File: src/rtl/data_agg_pkg.sv
// Shared constants and state type for the 23-bit aggregation and
// disaggregation gearboxes.
package data_agg_pkg;

    localparam int IN_W  = 23;
    localparam int OUT_W = 16;
    localparam int BUF_W = IN_W + OUT_W - 1;
    localparam int CNT_W = 6;

    typedef enum logic {
        RUN   = 1'b0,
        FLUSH = 1'b1
    } state_t;

endpackage

File: src/rtl/data_disaggregate.sv
// 23-to-16 bit gearbox: LSB-first bit stream re-sliced into 16-bit words,
// with a flush that drains a zero-padded trailing partial word.
module data_disaggregate
    import data_agg_pkg::*;
(
    input  logic             clk,
    input  logic             rst,
    input  logic             valid_src,
    input  logic [IN_W-1:0]  data_in,
    output logic             rdy_src,
    output logic [OUT_W-1:0] data_out,
    output logic             valid_sink,
    input  logic             rdy_sink,
    input  logic             flush,
    output logic             flush_done,
    output logic [CNT_W-1:0] fill_level
);

    state_t           r_state;
    logic [BUF_W-1:0] r_buf;
    logic [CNT_W-1:0] r_cnt;
    logic             r_flush_done;

    logic             w_push;
    logic             w_pop;
    logic [BUF_W-1:0] w_buf_pop;
    logic [BUF_W-1:0] w_buf_nxt;
    logic [CNT_W-1:0] w_cnt_pop;
    logic [CNT_W-1:0] w_cnt_nxt;

    assign rdy_src    = (r_state == RUN) &&
                        (r_cnt <= CNT_W'(BUF_W - IN_W));
    assign valid_sink = (r_cnt >= CNT_W'(OUT_W)) ||
                        ((r_state == FLUSH) && (r_cnt != '0));
    assign data_out   = r_buf[OUT_W-1:0];
    assign fill_level = r_cnt;
    assign flush_done = r_flush_done;

    assign w_push = valid_src & rdy_src;
    assign w_pop  = valid_sink & rdy_sink;

    // A partial word popped during flush empties the buffer entirely.
    always_comb begin
        w_buf_pop = r_buf;
        w_cnt_pop = r_cnt;
        if (w_pop) begin
            w_buf_pop = r_buf >> OUT_W;
            if (r_cnt >= CNT_W'(OUT_W))
                w_cnt_pop = r_cnt - CNT_W'(OUT_W);
            else
                w_cnt_pop = '0;
        end
        w_buf_nxt = w_buf_pop;
        w_cnt_nxt = w_cnt_pop;
        if (w_push) begin
            w_buf_nxt = w_buf_pop |
                ({{(BUF_W-IN_W){1'b0}}, data_in} << w_cnt_pop);
            w_cnt_nxt = w_cnt_pop + CNT_W'(IN_W);
        end
    end

    always_ff @(posedge clk or negedge rst) begin
        if (!rst) begin
            r_state      <= RUN;
            r_buf        <= '0;
            r_cnt        <= '0;
            r_flush_done <= 1'b0;
        end else begin
            r_buf        <= w_buf_nxt;
            r_cnt        <= w_cnt_nxt;
            r_flush_done <= 1'b0;
            unique case (r_state)
                RUN: begin
                    if (flush)
                        r_state <= FLUSH;
                end
                FLUSH: begin
                    if (r_cnt == '0) begin
                        r_state      <= RUN;
                        r_flush_done <= 1'b1;
                    end
                end
            endcase
        end
    end

    // Push needs cnt <= 15 and pop needs cnt >= 16 (or FLUSH, no push).
    always @(posedge clk) begin
        if (rst)
            assert (!(w_push && w_pop));
    end

endmodule

File: config.mk
export PLATFORM = sky130hd
export DESIGN_NAME = data_disaggregate
export DESIGN_NICKNAME = d
export VERILOG_FILES = /design/src/rtl/data_agg_pkg.sv /design/src/rtl/data_disaggregate.sv
export SDC_FILE = /design/constraint.sdc
export NUM_CORES = 1
export LEC_CHECK = 0
export ABC_AREA = 1
export CAP_MARGIN = 25
export CELL_PAD_IN_SITES_DETAIL_PLACEMENT = 0
export CELL_PAD_IN_SITES_GLOBAL_PLACEMENT = 1
export CORE_MARGIN = 5
export CORE_UTILIZATION = 42
export CTS_BUF_LIST = sky130_fd_sc_hd__clkbuf_8
export DETAILED_ROUTE_END_ITERATION = 7
export GPL_TIMING_DRIVEN = 1
export MAX_ROUTING_LAYER = met4
export PLACE_DENSITY_LB_ADDON = 0.1
export SLEW_MARGIN = 25
export SYNTH_ARGS = -nofsm -noshare
export SYNTH_HDL_FRONTEND = slang
export SYNTH_SLANG_ARGS = --single-unit
File: constraint.sdc
create_clock -name clk -period 3.2 [get_ports clk]
set_clock_uncertainty 0.05 [all_clocks]
set_input_delay 0.64 -clock clk [delete_from_list [all_inputs] [get_ports clk]]
set_output_delay 0.64 -clock clk [all_outputs]
set_load 0.1 [all_outputs]
Word-level counts from Yosys, hierarchy flattened
Index checks and enable logic that the tools add are counted.
- bits in registers: 46
- bits in latches: 0
- RAM bits: 0
- memory bits (read-only): 0
- output and inout port bits: 25
- memories: 0
- $add $sub $neg: 2
- multiply operators: 0
- div/mod/pow operators: 0
- $lt $le $gt $ge: 2
- equal/unequal tests: 0
- shift operators: 1
- muxes and demuxes: 10
- bitwise gates (word level): 4
- reductions and logical operators: 5
- operators by type and width (operator ; count):
    two-way mux 38 bit ; 2
    OR 38 bit ; 1
    left shift 23 x 6 -> 38 bit ; 1
    two-way mux 6 bit ; 3
    adder 6 x 5 -> 6 bit (second input constant) ; 1
    greater-or-equal comparator 6 x 5 -> 1 bit (second input constant) ; 1
    less-or-equal comparator 6 x 4 -> 1 bit (second input constant) ; 1
    logical NOT 6 bit ; 1
    nonzero test 6 bit ; 1
    subtractor 6 x 5 -> 6 bit (second input constant) ; 1
    two-way mux 1 bit ; 4
    bitwise AND 1 bit ; 2
    logical AND 1 bit ; 2
    one-hot mux 1 bit (2 select lines) ; 1
    logical OR 1 bit ; 1
    NOT 1 bit ; 1

Depth between registers and ports, before layout
- depth in word-level cells: 8
- mapped depth: 17
- gate-level depth less buffers: 15

Least setup slack after synthesis
Ideal clock, no wire load.
- path kind: reg-to-output
- start: register r_cnt[0] (netlist: fill_level[0])
- end: output valid_sink
- data arrival time: 2561 ps
- data required time: 2510 ps
- path slack: -51 ps
- stages on the path, launching flop included: 7
- path buffers: 2
- cell sequence: dfrtp_1 > buf_4 > nor2_2 > nand3_1 > nand2_1 > inv_2 > clkbuf_1
- word-level cells in the longest chain between the ends: 3
- elaborated cells on any way between the ends: 4
- those cells by class: 1 x order compare; 3 x reduce/logical
- RTL lines (what ; RTL line ; source):
    start: declaration ; data_disaggregate.sv:21 ; logic [CNT_W-1:0] r_cnt;
    start signal: assignment ; data_disaggregate.sv:70 ; r_cnt <= w_cnt_nxt;
    parallel branches: the longest is 2 deep, another holds greater-or-equal comparator 6 x 5 -> 1 bit ; - ;
    logical OR 1 bit * ; data_disaggregate.sv:33 ; assign valid_sink = (r_cnt >= CNT_W'(OUT_W)) ||
    end: declaration ; data_disaggregate.sv:12 ; output logic valid_sink,
Mark *: on every way between the ends.

Final worst setup path
- start: register r_cnt[1] (netlist: fill_level[1])
- end: register r_buf[23]
- word-level cells in the longest chain between the ends: 8
- elaborated cells on any way between the ends: 15
- those cells by class: 1 x add/sub; 2 x order compare; 1 x shift; 4 x mux; 3 x bitwise; 4 x reduce/logical
- RTL lines (what ; RTL line ; source):
    parallel branches: the longest is 7 deep, another holds greater-or-equal comparator 6 x 5 -> 1 bit ; - ;
    two-way mux 38 bit * ; data_disaggregate.sv:55 ; if (w_push) begin
    named net w_buf_nxt[23] ; data_disaggregate.sv:27 ; logic [BUF_W-1:0] w_buf_nxt;
    end signal: assignment ; data_disaggregate.sv:69 ; r_buf <= w_buf_nxt;
    end: declaration ; data_disaggregate.sv:20 ; logic [BUF_W-1:0] r_buf;
Mark *: on every way through the listed nets, which the timed path passes.

==> flow_summary_export.csv <==
group,metric,value,unit
status,status,"completed",
final_layout,nets,591,
critical_path,reg2reg_depth,11,
critical_path,critical_path.endpoint_type,"register",
placed_design,gp_congestion,0.937,
cts,cts_setup_buffers,0,
final_layout,stdcell_count,669,
route,vias_per_cell,5.44,
global_route,grtUsageTotal,23.4,%
route,vias,3642,
critical_path,critPathMostFrequentCell,"nand2_1",
critical_path,cp.required,3.36,ns
cts,cts_resized,0,
timing,worst_pin_slew,0.948,ns
logic_synthesis,syn_nets,571,
cts,hold_buffers,0,
logic_synthesis,synth_top_area_cell,"dfrtp_1",
cts,clkSinkCount,46,
power,power,4830,uW
timing,tns,0,ns
critical_path,rr_endpoint,"r_buf[23]",
route,ant_nets,0,
timing,finalHoldViolations,0,
logic_synthesis,ys.flop_type,"dfrtp_1",
final_layout,multi_input_area,1930,um2
route,drtPass1Iterations,5,
critical_path,critPathMaxStageDelay,0.54,ns
critical_path,r2r_setup_slack,0.48,ns
critical_path,cpMaxStageDelayCell,"dfrtp_1",
critical_path,arrival,2.88,ns
logic_synthesis,async_flop_share,100,%
final_layout,drive_above_1_share,9.93,%
placed_design,placed_area,3870,um2
cts,clkTransAtPathRegs,0.11,ns
hold_path,hold_class,"primary input to asynchronous set/reset pin",
die,die_w,101,um
die,io-pin-count,53,
route,drc,0,
critical_path,cp_cell_sequence,"nor2_2, nand3_1, nand2_1, inv_2, nand2_2, nand2_1, nand2_1, nor2_1, nand3_1, nand3_1, nand2_1",
cts,cts_tree,"yes",
run,drv_cap,0,
placed_design,dp.cells,661,
cts,clk_path_buf_depth,2,
timing,setup_violations,0,
cts,numCtsBuffers,5,
logic_synthesis,synth_cell_types,29,
timing,timing.fmax,368,MHz
cts,h-tree-depth,2,
timing,slew_violations,0,
critical_path,crit_fanout,18,
global_route,grt_max_degree,47,
timing,relSlewSlack,36.8,%
route,drt-initial-drc-count,233,
logic_synthesis,ys.warnings.count,0,
global_route,grt_pass1_wl,18200,um
cts,clock-root-buffer,"clkbuf_8",
die,rows,33,
logic_synthesis,ys_seq_area_share,33.0,%
critical_path,path_buf_inv,1,
logic_synthesis,synth_top_area_share,33.0,%
critical_path,path_class,"register to register",
final_layout,syn_to_final_growth,13.9,%
logic_synthesis,avgSynthCellArea,6.43,um2
global_route,grt_pass1_vias,3466,
critical_path,startpoint_type,"register",
logic_synthesis,syn_inst,543,
die,fp.coreArea,8180,um2
timing,fin_crit,2.72,ns
route,wl_per_cell,16.7,um
power,p_per_area,1210,nW/um2
placed_design,port_buffers,52,
die,fp.dieH,101,um
timing,rsz0062_at_grt,"false",
cts,clk_latency,0.31,ns
logic_synthesis,synth.cell_area,3490,um2
global_route,antenna_found_initial,0,
route,routed_wl,11200,um
die,start_util,42.7,%
power,ir_worst_vdd,0.000607,V
timing,period_share,84.9,%
critical_path,crit_family,"simple AND/OR/NAND/NOR gates",
placed_design,post-dp-hpwl,8500,um
logic_synthesis,synth-seq-cells,46,
critical_path,worstReg2RegStart,"fill_level[1]",
final_layout,final_area,3970,um2
logic_synthesis,synth_edf_count,0,
final_layout,register_area,1150,um2
global_route,overflow,0,
power,leakagePower,0.00213,uW
final_layout,fill_cells,879,
final_layout,diodes,0,
logic_synthesis,synthTopCellsByArea,"dfrtp_1 33%, nand3_1 25%, nand2_1 20%",
die,die-area,10200,um2
==> worst max path at each step <==
stage / from / endpoint / slack [ns] / cells past startpoint
finish: fill_level[1] / r_buf[23] / 0.48 / 11
global route: fill_level[1] / r_buf[23] / 0.37 / 11
CTS: fill_level[1] / r_buf[23] / 0.51 / 11
detailed placement: rdy_sink / r_buf[23] / 0.22 / 9
global placement: rdy_sink / r_buf[29] / 0.23 / 8
floorplan: fill_level[5] / r_buf[4] / 0.40 / 8
==> metrics by stage <==
stage	util [%]	hold slack, ns	worst slack (ns)
final	48.6	0.270	0.485
after global placement	47.4	0.409	0.225
after CTS	48.6	0.442	0.511
after detailed placement	47.4	0.415	0.223
after floorplan	-	0.294	0.401
after global routing	48.6	0.307	0.368
==> worst register-to-register path, delay by kind of cell, from the launching register on <==
family	cells	cell delay, ns
and+or+nand+nor	10	1.75
buffers and inverters	1	0.28
DFF	1	0.54
==> state kept, by name, summed over array words and instances (netlist names) <==
| name | cells |
|---|---|
| flush_done | 1 |
| r_state | 1 |
| r_buf | 38 |
| fill_level | 6 |
==> cell usage in the layout, fill, tap and decap left out <==
| master | n |
|---|---|
| xor2_1 | 2 |
| inv_8 | 1 |
| clkinv_1 | 1 |
| o21ai_0 | 7 |
| dfrtp_1 | 46 |
| mux2i_1 | 4 |
| nor2_4 | 1 |
| a21oi_1 | 2 |
| o311ai_0 | 1 |
| inv_2 | 2 |
| nand2_2 | 4 |
| clkdlybuf4s50_1 | 26 |
| inv_1 | 28 |
| nand3b_1 | 2 |
| buf_12 | 1 |
| nand2_4 | 1 |
| inv_6 | 1 |
| o311ai_1 | 2 |
| nor2_1 | 9 |
| inv_4 | 1 |
| a31oi_1 | 1 |
| o211ai_1 | 4 |
| nand4_4 | 1 |
| nand2_1 | 190 |
| clkinv_4 | 1 |
| nand3_1 | 177 |
| o21ai_1 | 5 |
| nor2_2 | 2 |
| buf_4 | 35 |
| a22o_1 | 1 |
| clkbuf_8 | 5 |
==> cell families (layout without fill, tap and decap cells) <==
group	count (synthesis)	after routing	share of synthesized area [%]
AND/OR/NAND/NOR	387	387	49.6
buffers and inverters	81	102	11.8
flip-flops	46	46	33.0
AO/OA/AOI/OAI	23	23	4.05
multiplexers	4	4	1.15
XOR/XNOR	2	2	0.502
==> layer usage <==
layer  up-vias  global-route usage [%]  routed length [um]
li1       1817                       -                   -
met1      1718                    30.9                5070
met2        97                    38.3                5400
met3        10                    3.10                 512
met4         0                    5.32                 170
met5         -                       -                   0
==> Yosys cell counts (4+ instances only) <==
cell type and instances:
buf_4 19, nand2_1 190, buf_2 14, dfrtp_1 46
nand3_1 177, nor2_1 9, mux2i_1 4, o21ai_1 5
nand2_2 4, clkbuf_1 12, o21ai_0 7, o211ai_1 4
inv_1 28
==> power breakdown <==
part           total [uW]  switching (uW)  internal [uW]
combinational        3470            2590            880
clock                 400             236            164
sequential            957             151            806
total                4830            2980           1850
==> final cells by class <==
cell class / count / share of cell area (%)
clock buffer: 5 / 1.73
clock inverter: 3 / 0.724
inverter: 32 / 3.09
multi-input combinational: 416 / 48.5
sequential: 46 / 29.0
tap: 105 / 3.31
timing repair buffer: 62 / 13.7
Power figures use the tool's default switching activity.
